**src/rtl/sync_fifo_wr_arb.sv**
```systemverilog
// Packet-atomic round-robin write arbiter in front of a sync FIFO write port.
// Optional build macro SYNC_FIFO_ARB_PRI0_EN gives requester 0 absolute priority at arbitration.
module sync_fifo_wr_arb #(
  parameter int W    = 8,
  parameter int NREQ = 4,
  parameter int IDW  = 2
) (
  input  logic                clk,
  input  logic                reset_n,
  input  logic [NREQ-1:0]     req,
  input  logic [NREQ*W-1:0]   req_data,
  input  logic [NREQ-1:0]     req_last,
  output logic [NREQ-1:0]     ack,
  output logic                fifo_wr_en,
  output logic [W-1:0]        fifo_wr_data,
  input  logic                fifo_full,
  output logic                grant_vld,
  output logic [IDW-1:0]      grant_id
);

  typedef enum logic {IDLE, BUSY} state_t;

  state_t         state;
  state_t         state_nxt;
  logic [IDW-1:0] rr_ptr;
  logic [IDW-1:0] win_id;
  logic [IDW-1:0] idx;
  logic           win_found;
  logic           pkt_done;

  // Winner search: first requester above the last-served one, wrapping at NREQ.
  always_comb begin
    win_id    = '0;
    win_found = 1'b0;
    idx       = '0;
    for (int k = 1; k <= NREQ; k++) begin
      idx = IDW'((int'(rr_ptr) + k) % NREQ);
      for (int i = 0; i < NREQ; i++) begin
        if (!win_found && idx == IDW'(i) && req[i]) begin
          win_found = 1'b1;
          win_id    = IDW'(i);
        end
      end
    end
`ifdef SYNC_FIFO_ARB_PRI0_EN
    if (req[0]) begin
      win_found = 1'b1;
      win_id    = '0;
    end
`endif
  end

  always_ff @(posedge clk or negedge reset_n) begin
    if (!reset_n) begin
      state     <= IDLE;
      rr_ptr    <= IDW'(NREQ - 1);
      grant_vld <= 1'b0;
      grant_id  <= '0;
    end else begin
      state <= state_nxt;
      if (state == IDLE && win_found) begin
        grant_id  <= win_id;
        grant_vld <= 1'b1;
      end
      if (pkt_done) begin
        grant_vld <= 1'b0;
`ifdef SYNC_FIFO_ARB_PRI0_EN
        if (grant_id != '0) rr_ptr <= grant_id;
`else
        rr_ptr <= grant_id;
`endif
      end
    end
  end

  always_comb begin
    state_nxt = state;
    case (state)
      IDLE: if (win_found) state_nxt = BUSY;
      BUSY: if (pkt_done)  state_nxt = IDLE;
    endcase
  end

  // Only the granted requester can be acked; data follows the grant in every BUSY cycle.
  always_comb begin
    ack          = '0;
    fifo_wr_data = '0;
    if (state == BUSY) begin
      for (int i = 0; i < NREQ; i++) begin
        if (grant_id == IDW'(i)) begin
          fifo_wr_data = req_data[i*W +: W];
          ack[i]       = req[i] & ~fifo_full;
        end
      end
    end
  end

  assign fifo_wr_en = |ack;
  assign pkt_done   = |(ack & req_last);

`ifndef SYNTHESIS
  always @(posedge clk) begin
    if (reset_n) begin
      if (fifo_wr_en && fifo_full) begin
        $error("sync_fifo_wr_arb: write strobe while FIFO full");
        $stop;
      end
      if (!$onehot0(ack)) begin
        $error("sync_fifo_wr_arb: more than one ack bit high");
        $stop;
      end
    end
  end
`endif

endmodule

```
**config.mk**
```make
export PLATFORM = sky130hd
export DESIGN_NAME = sync_fifo_wr_arb
export DESIGN_NICKNAME = d
export VERILOG_FILES = /design/src/rtl/sync_fifo_wr_arb.sv
export SDC_FILE = /design/constraint.sdc
export NUM_CORES = 1
export LEC_CHECK = 0
export ABC_CLOCK_PERIOD_IN_PS = 2340
export CORE_AREA = 2 2 48 50
export CTS_BUF_LIST = sky130_fd_sc_hd__clkbuf_16
export DETAILED_ROUTE_END_ITERATION = 8
export DIE_AREA = 0 0 50 52
export GPL_ROUTABILITY_DRIVEN = 0
export HOLD_SLACK_MARGIN = 0.02
export PLACE_DENSITY_LB_ADDON = 0.25
export SYNTH_ARGS = -nofsm -noshare
export SYNTH_HDL_FRONTEND = slang
export SYNTH_SLANG_ARGS = --single-unit
```
**constraint.sdc**
```tcl
create_clock -name clk -period 2.34 [get_ports clk]
set_clock_uncertainty 0.15 [all_clocks]
set_input_delay 0.351 -clock clk [delete_from_list [all_inputs] [get_ports clk]]
set_output_delay 0.351 -clock clk [all_outputs]
set_load 0.02 [all_outputs]
```
==> run metrics <==
pin count of the biggest net entering global routing=8; power density cells=1020 nW/um^2; fmax=0.445 GHz; global-route wire length before repair=3490 um; CTS Sinks=6; CP Max Fanout=5; Finished Layout Cells=160; setup slack at placement=-0.362 ns; Port Buffers=58; Worst Slack Setup Final=0.0939 ns; LEAKAGE=0.615 nW; Tmin final=2.25 ns; initial core utilization=30.7%; reg2reg start=state; Synth area leaders=mux4_2 28%, dfrtp_1 16%, dfstp_2 8.1%; Final Setup Violations=0; flop2flop setup slack=0.59 ns; Placeable Area=2110 sq um; Overflow after GRT=0; CTS H-Tree Depth=1; Max clock buf depth=2; P&R area growth vs syn=121%; Routed Antenna Nets=0; root buffer cell=clkbuf_16; biggest area consumer among synthesized cells=mux4_2; vias per cell=4.82; post-synthesis sequential area ratio=23.6%; Synth Area per Inst=10.9 sq um; Post-synth ARST share=100%; final hold viol count=0; Seq cells post-synth=6; Ant. Diodes=0; layout cell share with drive strength beyond 1=25.0%; Syn Inst Count=59; DRT Pass-1 Iters=4; final max-slew violation count=0; TritonCTS Buffers=3; placed cell area=1350 sq um; worst hold margin=0.210 ns; row cnt=17; synthesized area=646 sq um; VDD IR max=667 uV; vias in the first global route=775; via count=771; Die Height=52 um; relative slew slack=77.4%; IO Pins=59; final instance area=1420 sq um; DIE WIDTH=50 um; synth cell count leaders=8 x and2_1, 8 x mux4_2, 6 x nor2_1; initial antenna violation count=0; final wirelength=2140 um; Worst-path clk slew=0.04 ns; Top FF cell, synth=dfrtp_1; reg-to-reg endpoint=rr_ptr[0]; Yosys cell types=28; Ys Warns=0; status=finished clean; Critical Path End Type=output pin; RSZ-0062 raised after global routing=false; Setup Total Neg Slack=0 ns; Post-synth EDFFs=0; DRC errors left=0; post-DR wirelength/cell=13.4 um; Fillers=171; final cycle utilization of the critical path=96.0%; Crit Path Class=reg -> out; syn_nets=102; post-layout net count=176; Post-Place Cells=156; post-synth top area share=27.9%; R2R depth=5; worst slew pin tran=0.335 ns; Overall Global Routing Usage=17.4%; die area=2600 sq um; CTS tree=done; Max-cap violations=0; Hold Buf Count CTS=0; Clock Latency Late Sink=0.23 ns; dpl hpwl=1850 um; Tightest Hold Check Type=in -> async; critical path startpoint category=flop; initial DRC count=6; critical path required time=1.84 ns; crit path DAT=1.75 ns
## flip-flops by register name (all words and copies together), names as in the netlist
register and flops:
state 1, grant_id 2, grant_vld 1, rr_ptr 2
## stage by stage
| stage | util [%] | power [mW] |
|---|---|---|
| after floorplan | - | 0.786 |
| after global placement | 64.1 | 1.24 |
| after detailed placement | 64.1 | 1.25 |
| after CTS | 67.0 | 1.46 |
| after global routing | 67.6 | 1.56 |
| final | 67.6 | 1.45 |
## what timing repair did
item	in CTS	in global routing
endpoints found under the setup margin	11	10
gates cloned	0	0
gates resized for setup	14	5
buffers inserted	0	0
## worst max path at each step
stage	start	end	cells after the start
floorplan	grant_id[1]	fifo_wr_en	3
global placement	fifo_full	fifo_wr_en	5
detailed placement	fifo_full	fifo_wr_en	5
CTS	fifo_full	fifo_wr_en	5
global route	grant_id[0]	fifo_wr_data[2]	4
finish	grant_id[0]	fifo_wr_data[3]	4
## layout make-up
type | instances | area, sq um | share of cell area [%]
clock buffers | 3 | 75.1 | 5.27
clock inverters | 1 | 3.75 | 0.264
inverters | 1 | 3.75 | 0.264
multi-input cells | 49 | 473 | 33.2
flip-flops and latches | 6 | 154 | 10.8
well taps | 28 | 35.0 | 2.46
repair buffers | 72 | 679 | 47.7
## worst max-delay path: stages, from the launching register on
cell and delay (ns):
dfrtp_2 0.39, buf_4 0.16, mux4_2 0.49, and2_1 0.16, dlygate4sd2_1 0.32
## cells in the final DEF, fill, tap and decap left out, types with 2 or more instances in the layout
cell and count:
a21o_1 2, a21oi_1 5, and2_1 8, and3_4 2, buf_4 14, clkbuf_16 3
clkdlybuf4s50_1 45, dfrtp_1 3, dfstp_2 2, dlygate4sd2_1 10, dlymetal6s2s_1 2, inv_1 2
mux4_2 8, nor2_1 6, nor2b_1 3
## kinds of logic after synthesis
logic type             Yosys count  synth area share, %
AND/OR/NAND/NOR                 26                 26.0
AO/OA/AOI/OAI                   13                 15.9
multiplexers                    10                 31.4
flip-flops                       6                 23.6
buffers and inverters            4                 3.10
## where the power goes
group          internal, mW  leakage, nW  switching (mW)
Clock                 0.221       0.0423          0.0562
Combinational         0.530        0.509           0.424
Sequential            0.170       0.0636          0.0532
## layer usage
metal	track usage [%]	share of wire, %	vias up
li1	-	-	379
met1	20.8	41	369
met2	32.0	56	23
met3	2.01	3.1	0
met4	5.56	0	0
met5	0	0	-
Note: power is estimated with default switching activity, not from simulation.
